## config.mk

```make
export PLATFORM = sky130hd
export DESIGN_NAME = symbol_demapping
export DESIGN_NICKNAME = d
export VERILOG_FILES = /design/src/rtl/qam64_pkg.sv /design/src/rtl/symbol_demapping_slicer.sv /design/src/rtl/symbol_demapping.sv
export SDC_FILE = /design/constraint.sdc
export NUM_CORES = 1
export LEC_CHECK = 0
export ABC_AREA = 1
export CORE_MARGIN = 5
export CORE_UTILIZATION = 24
export DETAILED_ROUTE_END_ITERATION = 10
export HOLD_SLACK_MARGIN = 0.1
export MAX_ROUTING_LAYER = met4
export PLACE_DENSITY = 0.53
export SYNTH_ARGS = -nofsm -noshare
export SYNTH_HDL_FRONTEND = slang
export SYNTH_SLANG_ARGS = --single-unit
```

## constraint.sdc

```tcl
create_clock -name data_clk -period 3.6 [get_ports data_clk]
set_clock_uncertainty 0.2 [all_clocks]
set_input_delay 0.72 -clock data_clk [delete_from_list [all_inputs] [get_ports data_clk]]
set_output_delay 0.72 -clock data_clk [all_outputs]
set_load 0.02 [all_outputs]
```

## src/rtl/qam64_pkg.sv

```systemverilog
// Shared 64-QAM constants: symbol/axis widths, demapper state encoding and
// the odd constellation levels common to the mapper and demapper.
package qam64_pkg;

    localparam int unsigned BITS_PER_SYMBOL = 6;
    localparam int unsigned BITS_PER_AXIS   = 3;
    localparam int unsigned LEVEL_W         = 4;

    typedef enum logic {
        S0_IDLE  = 1'b0,
        S1_SHIFT = 1'b1
    } demap_state_e;

    typedef logic [BITS_PER_SYMBOL-1:0] symbol_t;
    typedef logic [BITS_PER_AXIS-1:0]   axis_idx_t;
    typedef logic [LEVEL_W-1:0]         level_t;

    localparam level_t LVL_M7 = 4'b1001;
    localparam level_t LVL_M5 = 4'b1011;
    localparam level_t LVL_M3 = 4'b1101;
    localparam level_t LVL_M1 = 4'b1111;
    localparam level_t LVL_P1 = 4'b0001;
    localparam level_t LVL_P3 = 4'b0011;
    localparam level_t LVL_P5 = 4'b0101;
    localparam level_t LVL_P7 = 4'b0111;

    // Index of the highest bit of a symbol; also the reload value of the bit counter.
    localparam logic [2:0] LAST_BIT = 3'(BITS_PER_SYMBOL - 1);

endpackage

```

## src/rtl/symbol_demapping_slicer.sv

```systemverilog
// Per-axis slicer: two's-complement level to the nearest odd-level index,
// floor((v+8)/2); even inputs round up and -8 clamps to index 0.
module qam_level_slicer
    import qam64_pkg::*;
(
    input  logic [LEVEL_W-1:0]       level,
    output logic [BITS_PER_AXIS-1:0] idx
);

    always_comb begin
        idx = {~level[3], level[2], level[1]};
    end

endmodule

```

## src/rtl/symbol_demapping.sv

```systemverilog
// 64-QAM demapper: pops I/Q pairs from a FWFT FIFO, slices each axis and
// shifts the 6-bit symbol out MSB-first, streaming back-to-back symbols.
module symbol_demapping
    import qam64_pkg::*;
(
    input  logic               data_clk,
    input  logic               rst_n,
    input  logic               enable_fsm,
    input  logic [LEVEL_W-1:0] i_data,
    input  logic [LEVEL_W-1:0] q_data,
    input  logic               i_q_data_fifo_empty,
    output logic               i_q_data_rd_en,
    output logic               data_out,
    output logic               data_valid,
    output logic               symbol_done
);

    demap_state_e state_q, state_d;
    symbol_t      sreg_q, sreg_d;
    logic [2:0]   bit_count_q, bit_count_d;

    axis_idx_t i_idx;
    axis_idx_t q_idx;
    logic      load;

    qam_level_slicer u_slicer_i (
        .level (i_data),
        .idx   (i_idx)
    );

    qam_level_slicer u_slicer_q (
        .level (q_data),
        .idx   (q_idx)
    );

    // A new symbol may be taken when idle or on the last bit of the current one.
    always_comb begin
        load = enable_fsm & ~i_q_data_fifo_empty &
               ((state_q == S0_IDLE) | ((state_q == S1_SHIFT) & (bit_count_q == 3'd0)));
        i_q_data_rd_en = load & rst_n;
    end

    always_comb begin
        state_d     = state_q;
        sreg_d      = sreg_q;
        bit_count_d = bit_count_q;
        unique case (state_q)
            S0_IDLE: begin
                if (load) begin
                    sreg_d      = {i_idx, q_idx};
                    bit_count_d = LAST_BIT;
                    state_d     = S1_SHIFT;
                end
            end
            S1_SHIFT: begin
                if (bit_count_q != 3'd0) begin
                    sreg_d      = {sreg_q[BITS_PER_SYMBOL-2:0], 1'b0};
                    bit_count_d = bit_count_q - 3'd1;
                end else if (load) begin
                    sreg_d      = {i_idx, q_idx};
                    bit_count_d = LAST_BIT;
                end else begin
                    sreg_d  = '0;
                    state_d = S0_IDLE;
                end
            end
            default: begin
                state_d = S0_IDLE;
            end
        endcase
    end

    always_ff @(posedge data_clk) begin
        if (!rst_n) begin
            state_q     <= S0_IDLE;
            sreg_q      <= '0;
            bit_count_q <= LAST_BIT;
        end else begin
            state_q     <= state_d;
            sreg_q      <= sreg_d;
            bit_count_q <= bit_count_d;
        end
    end

    always_comb begin
        data_out    = sreg_q[BITS_PER_SYMBOL-1];
        data_valid  = (state_q == S1_SHIFT);
        symbol_done = (state_q == S1_SHIFT) & (bit_count_q == 3'd0);
    end

endmodule

```

==> flow_summary.json <==
{
  "status": "completed",
  "synth_cell_type_count": 19,
  "ir_drop_mv": 0.150,
  "clockRootBuffer": "clkbuf_4",
  "cts_sinks": 10,
  "p_total_w": 0.000285,
  "ff_latch_area_um2": 200,
  "path_max_fanout": 3,
  "max_freq_mhz": 316,
  "rsz0062_at_grt": "no",
  "die_area_um2": 3530,
  "combPwrFrac_pct": 19.9,
  "finalHoldViolCount": 0,
  "finalNetCount": 111,
  "crit_chain": "clkdlybuf4s50_1 > inv_1 > nor2_2 > nand2_1 > nor2_2 > clkdlybuf4s50_1",
  "tightest_slew_ps": 492,
  "grt-ovfl-total": 0,
  "dp_hpwl_um": 942,
  "post-route-min-period_ps": 3170,
  "multi_input_area_um2": 290,
  "diodes": 0,
  "wl_um": 1230,
  "crit_path_start_kind": "primary input",
  "drt-initial-drc-count": 16,
  "cp_slowest_stage_delay_ps": 620,
  "antenna_found_initial": 0,
  "core_um2": 2410,
  "tns_ps": 0,
  "critPathBufInv": 3,
  "cts_hold_buf": 0,
  "vias": 519,
  "swShare_pct": 27.4,
  "vias_per_cell": 4.12,
  "initial_core_util_pct": 24.4,
  "cp_data_required_time_ps": 2680,
  "clk_latency_ps": 270,
  "path_clk_slew_ps": 70,
  "maxSlewViolCount": 0,
  "clkPwrFrac_pct": 36.2,
  "ctsResizeCount": 0,
  "firstDrtPassIters": 4,
  "layout.filler_cells": 258,
  "yosysWarnings": 0,
  "yosysSeqAreaShare_pct": 34.1,
  "cts_tree": "done",
  "ant_nets": 0,
  "cp_data_arrival_time_ps": 2250,
  "post-route-period-util_pct": 87.9,
  "drcViolationCount": 0,
  "cts_buffers": 3,
  "endpoint_kind": "primary output",
  "reg2reg_slack_ps": 2130,
  "postCtsSetupBuffers": 0,
  "synth_nets": 95,
  "drt-wirelength-per-cell_um": 9.75,
  "layout_common_cells": "15 x inv_1, 15 x nand2_1, 13 x clkdlybuf4s50_1",
  "cts_buffer_depth": 2,
  "avgSynthCellArea_um2": 7.24,
  "row_count": 18,
  "maxSlewHeadroom_pct": 67.2,
  "synth_area_um2": 587,
  "layout-drive-gt1-share_pct": 18.8,
  "path_delay_family": "buffers and inverters",
  "ioPinCount": 16,
  "setup-violations-final": 0,
  "switchingPower_w": 0.0000783,
  "power_frac_seq_pct": 44.0,
  "syn_inst": 81,
  "internal-power_w": 0.000207,
  "pwr_density_cell_nw_per_um2": 370,
  "port_buffers": 13,
  "crit_type": "in2out",
  "grt_pass1_wl_um": 2150,
  "grt_pass1_vias": 527,
  "h-tree-depth": 1,
  "grt_use_total_pct": 8.51,
  "fp.dieH_um": 59.4,
  "ys_ff_latch": 10,
  "hold_class": "reg2reg",
  "finalWeightedCongestion": 0.700,
  "cap_viol_max_count": 0,
  "syn2layout_area_growth_pct": 31.3,
  "cp_slowest_cell": "clkdlybuf4s50_1",
  "grt_max_degree": 12,
  "dieWidth_um": 59.4,
  "p_leak_nw": 0.362
}
-- state kept, by name, summed over array words and instances (netlist names) --
| signal | flops |
|---|---|
| sreg_q | 6 |
| bit_count_q | 3 |
| data_valid | 1 |
-- layer usage --
layer / part of all wire, % / global-route usage (%) / vias to the layer above
met1: 50 / 9.66 / 224
met5: 0 / - / -
li1: - / - / 280
met2: 43 / 12.5 / 13
met4: 0.98 / 3.88 / 0
met3: 5.9 / 4.14 / 2
-- path summary, 6_finish.rpt --
check	from	endpoint	cells after the start
max	enable_fsm	i_q_data_rd_en	6
min	sreg_q[0]	sreg_q[0]	2
max reg2reg	bit_count_q[0]	bit_count_q[1]	6
min reg2reg	sreg_q[0]	sreg_q[0]	2
-- final cells by class --
class                      instances  area share, %
timing repair buffer              14           17.9
multi-input combinational         51           37.7
tap                               30           4.87
clock buffer                       4           4.71
inverter                          17           8.93
sequential                        10           26.0
-- stage by stage --
| stage | setup WS, ps | util, % | instances | hold slack [ps] | cell area [µm²] |
|---|---|---|---|---|---|
| 2_1_floorplan | 1490 | - | 81 | 229 | 587 |
| 4_1_cts | 426 | 32.0 | 126 | 266 | 771 |
| 3_5_place_dp | 445 | 30.5 | 122 | 253 | 734 |
| 3_3_place_gp | 443 | 30.5 | 122 | 241 | 734 |
| 5_1_grt | 361 | 32.0 | 126 | 288 | 771 |
| 6_report | 435 | 32.0 | 126 | 262 | 771 |
-- power groups by stage --
stage,logic [W],clock network (W),registers (W)
2_1_floorplan,0.0000397,0,0.000127
3_3_place_gp,0.0000568,0,0.000128
3_5_place_dp,0.0000574,0,0.000128
4_1_cts,0.0000577,0.000107,0.000126
5_1_grt,0.0000632,0.000115,0.000127
6_report,0.0000568,0.000103,0.000125
-- Yosys cell counts --
library cell,number,area (µm²)
inv_1,15,56.3
nand2_1,15,56.3
dfxtp_1,10,200
nand3_1,8,40.0
o21ai_1,6,30.0
a21oi_2,4,35.0
a21oi_1,3,15.0
nand2_4,3,33.8
buf_6,2,22.5
ha_1,2,25.0
nand2_2,2,12.5
nor2_1,2,7.51
nor2_2,2,12.5
o21ai_0,2,10.0
clkbuf_2,1,5.00
inv_2,1,3.75
inv_6,1,8.76
nand4_1,1,6.26
or2_1,1,6.26
-- cells by family (layout without fill, tap and decap cells) --
group / after synthesis / count (layout) / synth area share (%)
buffers and inverters: 20 / 35 / 16.4
AND/OR/NAND/NOR: 34 / 34 / 29.9
flip-flops: 10 / 10 / 34.1
AO/OA/AOI/OAI: 15 / 15 / 15.4
adder cells (fa/ha/maj): 2 / 2 / 4.26
-- worst reg2reg max path, stage by stage (launching register included) --
cell	delay, ps
dfxtp_1	330
inv_1	70
ha_1	240
nand2_4	130
nand2_4	80
or2_1	240
a21oi_2	110
Note: power is estimated with default switching activity, not from simulation.
